==> src/rtl/sram_responder.sv <==
`default_nettype none
// ============================================================================
// Module   : sram_responder
// Brief    : Clocked SRAM device model driven by csBar/oeBar/weBar strobes,
//            with fixed read latency and a sticky protocol-violation flag.
//            Optional per-word even parity: define SRAM_RESP_PARITY_EN.
// Revision : 1.0
// ============================================================================
module sram_responder #(
    parameter int ADDR_W   = 8,
    parameter int DATA_W   = 8,
    parameter int READ_LAT = 2
) (
    input  logic              clk,
    input  logic              reset,
    input  logic              csBar,
    input  logic              oeBar,
    input  logic              weBar,
    input  logic [ADDR_W-1:0] addr,
    input  logic [DATA_W-1:0] dataIn,
    output logic [DATA_W-1:0] dataOut,
    output logic              dataOutEn,
    output logic              protocolErr,
    output logic [15:0]       writeCount,
    output logic              parityErr
);

    localparam int         c_DEPTH    = 1 << ADDR_W;
    localparam logic [3:0] c_LAT_M1   = 4'(READ_LAT - 1);

    localparam logic [2:0] c_IDLE     = 3'd0;
    localparam logic [2:0] c_SEL      = 3'd1;
    localparam logic [2:0] c_RD_WAIT  = 3'd2;
    localparam logic [2:0] c_RD_DRIVE = 3'd3;
    localparam logic [2:0] c_WR       = 3'd4;
    localparam logic [2:0] c_ERR      = 3'd5;

    logic [2:0]        state_q,  state_d;
    logic [ADDR_W-1:0] addr_q,   addr_d;
    logic [3:0]        cnt_q,    cnt_d;
    logic [DATA_W-1:0] wdata_q,  wdata_d;
    logic [DATA_W-1:0] dout_q,   dout_d;
    logic              douten_q, douten_d;
    logic              perr_q,   perr_d;
    logic [15:0]       wcnt_q,   wcnt_d;

    logic              w_commit;
    logic              w_rd_load;
    logic              w_par_err;
    logic [DATA_W-1:0] w_rd_word;

    logic [DATA_W-1:0] mem [c_DEPTH];

    assign w_rd_word = mem[addr_q];

    // State register: all control state clears asynchronously; the array does not.
    always_ff @(posedge clk or posedge reset) begin
        if (reset) begin
            state_q  <= c_IDLE;
            addr_q   <= '0;
            cnt_q    <= '0;
            wdata_q  <= '0;
            dout_q   <= '0;
            douten_q <= 1'b0;
            perr_q   <= 1'b0;
            wcnt_q   <= '0;
        end else begin
            state_q  <= state_d;
            addr_q   <= addr_d;
            cnt_q    <= cnt_d;
            wdata_q  <= wdata_d;
            dout_q   <= dout_d;
            douten_q <= douten_d;
            perr_q   <= perr_d;
            wcnt_q   <= wcnt_d;
        end
    end

    // Next-state: simultaneous oe/we while selected overrides everything else.
    always_comb begin
        state_d   = state_q;
        addr_d    = addr_q;
        cnt_d     = cnt_q;
        wdata_d   = wdata_q;
        dout_d    = dout_q;
        douten_d  = douten_q;
        perr_d    = perr_q;
        wcnt_d    = wcnt_q;
        w_commit  = 1'b0;
        w_rd_load = 1'b0;
        if (!csBar && !oeBar && !weBar) begin
            state_d  = c_ERR;
            perr_d   = 1'b1;
            douten_d = 1'b0;
        end else if (csBar) begin
            state_d  = c_IDLE;
            douten_d = 1'b0;
            w_commit = (state_q == c_WR);
        end else begin
            case (state_q)
                c_IDLE: begin
                    state_d = c_SEL;
                    addr_d  = addr;
                end
                c_SEL: begin
                    if (!oeBar && weBar) begin
                        state_d = c_RD_WAIT;
                        cnt_d   = c_LAT_M1;
                    end else if (!weBar && oeBar) begin
                        state_d = c_WR;
                        wdata_d = dataIn;
                    end
                end
                c_RD_WAIT: begin
                    if (oeBar) begin
                        state_d = c_SEL;
                    end else if (cnt_q == 4'd0) begin
                        state_d   = c_RD_DRIVE;
                        dout_d    = w_rd_word;
                        douten_d  = 1'b1;
                        w_rd_load = 1'b1;
                    end else begin
                        cnt_d = cnt_q - 4'd1;
                    end
                end
                c_RD_DRIVE: begin
                    if (oeBar) begin
                        state_d  = c_SEL;
                        douten_d = 1'b0;
                    end
                end
                c_WR: begin
                    if (!weBar) begin
                        wdata_d = dataIn;
                    end else begin
                        w_commit = 1'b1;
                        state_d  = c_SEL;
                    end
                end
                c_ERR:   state_d = c_ERR;
                default: state_d = c_IDLE;
            endcase
        end
        if (w_commit) begin
            wcnt_d = wcnt_q + 16'd1;
        end
    end

    always_ff @(posedge clk) begin
        if (w_commit) begin
            mem[addr_q] <= wdata_q;
        end
    end

`ifdef SRAM_RESP_PARITY_EN
    logic mem_par [c_DEPTH];
    logic par_err_q, par_err_d;

    always_ff @(posedge clk) begin
        if (w_commit) begin
            mem_par[addr_q] <= ^wdata_q;
        end
    end

    always_comb begin
        par_err_d = par_err_q;
        if (w_rd_load) begin
            par_err_d = (mem_par[addr_q] != (^w_rd_word));
        end
    end

    always_ff @(posedge clk or posedge reset) begin
        if (reset) begin
            par_err_q <= 1'b0;
        end else begin
            par_err_q <= par_err_d;
        end
    end

    assign w_par_err = par_err_q;
`else
    assign w_par_err = 1'b0;
`endif

    always_comb begin
        dataOut     = dout_q;
        dataOutEn   = douten_q;
        protocolErr = perr_q;
        writeCount  = wcnt_q;
        parityErr   = w_par_err;
    end

endmodule
`default_nettype wire

==> config.mk <==
export PLATFORM = sky130hd
export DESIGN_NAME = sram_responder
export DESIGN_NICKNAME = d
export VERILOG_FILES = /design/src/rtl/sram_responder.sv
export SDC_FILE = /design/constraint.sdc
export NUM_CORES = 2
export LEC_CHECK = 0
export ABC_AREA = 1
export ABC_CLOCK_PERIOD_IN_PS = 10200
export CORE_MARGIN = 3
export CORE_UTILIZATION = 45
export DETAILED_ROUTE_END_ITERATION = 8
export GPL_ROUTABILITY_DRIVEN = 0
export PLACE_DENSITY_LB_ADDON = 0.12
export SYNTH_ARGS = -nofsm -noshare
export SYNTH_HDL_FRONTEND = slang
export SYNTH_SLANG_ARGS = --single-unit
==> constraint.sdc <==
create_clock -name clk -period 10.2 [get_ports clk]
set_input_delay 2.04 -clock clk [delete_from_list [all_inputs] [get_ports clk]]
set_output_delay 2.04 -clock clk [all_outputs]
set_load 0.02 [all_outputs]
==> out/qor.yml <==
status: "finished clean"
rsz0062_at_grt: "false"
syn_inst: 7447
vias_per_cell: 5.430
grt_max_degree: 164
power_w: 0.02812
slew-limit-headroom: 0.2482
die_h_um: 439.6
path_max_fanout: 9
period_needed_ns: 5.007
grt_pass1_vias: 53490
hold_viol: 0
via_count: 54720
cts.sinks: 2097
grt_use_total: 0.2580
cts.repair.resized: 0
post-cts-setup-buffer-count: 0
crit_path_max_incr_delay_ns: 0.77
yosysWarnings: 0
fin_tns_setup_ns: 0
synth_seq_area_share: 0.7414
portBuffers: 46
die-width_um: 439.6
async_reset_ff_frac: 0.02337
start_kind: "input port"
ys_ff_latch: 2097
cts_tree: "yes"
cp.required_ns: 10.66
core.rowCount: 158
initial_utilization: 0.4543
cts_hold_buf: 0
finalClockSkew_ns: 0.03469
cts_root_buf: "clkbuf_16"
place_ws_ns: 4.352
report.final.slew_viol_count: 0
worst_hold_slack_ns: 0.4690
setup.worst_path.end_class: "flip-flop"
cts_htree_levels: 4
p_per_area_mw_per_mm2: 298.7
synth.area.top_cells: "edfxtp_1 (73%), nand2_1 (16%), nor2_1 (2.6%)"
clkLatencyLatePin_ns: 0.85
synth.top_cell.area_share: 0.7270
synth_cell_type_count: 37
netlist.top_cell.by_area: "edfxtp_1"
synth.net_count: 7472
nets: 7444
arrival_ns: 5.47
crit_chain: "clkdlybuf4s50_1 -> inv_1 -> nand2_1 -> nand2_2 -> nor3_1 -> nand2_2 -> buf_4 -> nor2_1"
area_delta_synth_final_pct: 11.32
syn_area_per_cell_um2: 11.36
clock.fmax_mhz: 199.7
setup_slack_ns: 5.193
fin_area_mm2: 0.09417
leakage_nw: 34.61
period_share: 0.4909
max_cap_viol_count: 0
crit_top_cell: "nand2_2"
grt_first_pass_wirelength_mm: 363.7
hold_class: "reg2reg"
finalWirelength_mm: 251.1
drive_above_1_share: 0.05899
cts_buffers: 213
core_area_mm2: 0.1862
worst_pin_slew_ns: 1.124
antenna_left: 0
die_area_mm2: 0.1932
wl_per_cell_um: 24.92
cp_slowest_cell: "nor3_1"
worstSetupPathType: "in2reg"
ios: 48
firstDrtPassIters: 7
syn_area_mm2: 0.08460
cts.clk_slew.worst_paths_ns: 0.06
dpl.hpwl_mm: 144.0
antenna_found_initial: 5
drt_iter0_markers: 5768
synth-main-ff-cell: "edfxtp_1"
overflow: 0
cts_buffer_depth: 3
postPlaceCellArea_mm2: 0.08724
setup_viol: 0
drc: 0
synth_edf_count: 2048
ir_drop_mv: 0.2565
==> layout make-up <==
cell class	count	area, um2
Sequential cell	2097	62760
Inverter	47	201.4
Timing Repair Buffer	137	1344
Multi-Input combinational cell	4923	19830
Clock buffer	258	5614
Antenna cell	2	5.005
Tap cell	2480	3103
Clock inverter	133	1308
Fill cell	16590	92050
==> cells in the mapped netlist, types with 2 or more instances <==
library cell     n
clkbuf_1       103
buf_4           15
edfxtp_1      2048
xnor2_1          7
xor2_1           8
nand4_1        163
o21ai_0         31
nor2_1         587
ha_1             4
nand2_1       3667
clkinv_1         5
nor2_2           8
nor3_1          10
mux2_2           9
buf_2          212
nand3_1        129
inv_1           37
a22oi_1         11
and3_1           2
a21oi_1        147
buf_1           24
o21ai_1        129
buf_6           26
inv_2            4
dfrtp_1         49
==> path summary, 6_finish.rpt <==
check | from | end | slack [ns] | cells past startpoint
worst max-delay path | csBar | mem[182][6] | 5.19 | 8
max in group asynchronous | reset | addr_q[0] | 7.92 | 3
min in group asynchronous | reset | wdata_q[4] | 1.70 | 3
worst min register to register | protocolErr | protocolErr | 0.47 | 1
worst max register to register | addr_q[0] | dataOut[7] | 5.70 | 17
worst min-delay path | protocolErr | protocolErr | 0.47 | 1
==> cells in the final DEF (no fill, tap or decap), types with 9 or more instances in the layout <==
cell             count
a21oi_1            147
a22oi_1             11
buf_12              16
buf_4               75
bufinv_16           24
clkbuf_1            38
clkbuf_16          217
clkdlybuf4s50_1     46
clkinv_1            60
clkinv_2            32
clkinvlp_4           9
dfrtp_1             39
dfrtp_4             10
edfxtp_1          2048
inv_1               35
mux2_2               9
nand2_1           3651
nand2_2             15
nand3_1            129
nand4_1            163
nor2_1             584
nor3_1              10
o21ai_0             31
o21ai_1            129
==> registers in the layout, indices dropped and copies added, names as in the netlist, 3 cells and up <==
name,flops
wdata_q,8
dataOut,8
addr_q,8
cnt_q,4
mem,2048
state_q,3
writeCount,16
==> worst max-delay path: cells and delay by family <==
family | cells | cell delay (ns)
buffers and inverters | 3 | 1.13
and+or+nand+nor | 5 | 2.25
==> where the power goes <==
| part | leakage, nW | switching (W) | internal, W |
|---|---|---|---|
| clock network | 3.37 | 0.00326 | 0.00450 |
| registers | 19.0 | 0.000445 | 0.0108 |
| logic | 12.2 | 0.00720 | 0.00189 |
==> kinds of logic after synthesis <==
group           share of synthesized area
xor+xnor                         0.001553
simple gates                       0.2107
other cells                    0.00004433
mux                              0.001198
buf+inv                           0.02508
flops                              0.7414
compound gates                    0.01940
fa+ha+maj                       0.0005916
==> through the flow <==
| stage | instances | util |
|---|---|---|
| 2_1_floorplan | 7447 | - |
| 3_3_place_gp | 9684 | 0.4685 |
| 3_5_place_dp | 9684 | 0.4685 |
| 4_1_cts | 10080 | 0.5057 |
| 5_1_grt | 10080 | 0.5057 |
| 6_report | 10080 | 0.5057 |
==> metal layers <==
metal	global-route usage	part of all wire	up-vias	wire, um
met5	0	0	-	0
met4	0.09326	0.037	0	9197
met3	0.04151	0.072	390	18210
met2	0.4066	0.46	2157	115800
met1	0.3636	0.43	27110	107900
li1	-	-	25060	-
(Power assumes the default switching activity.)
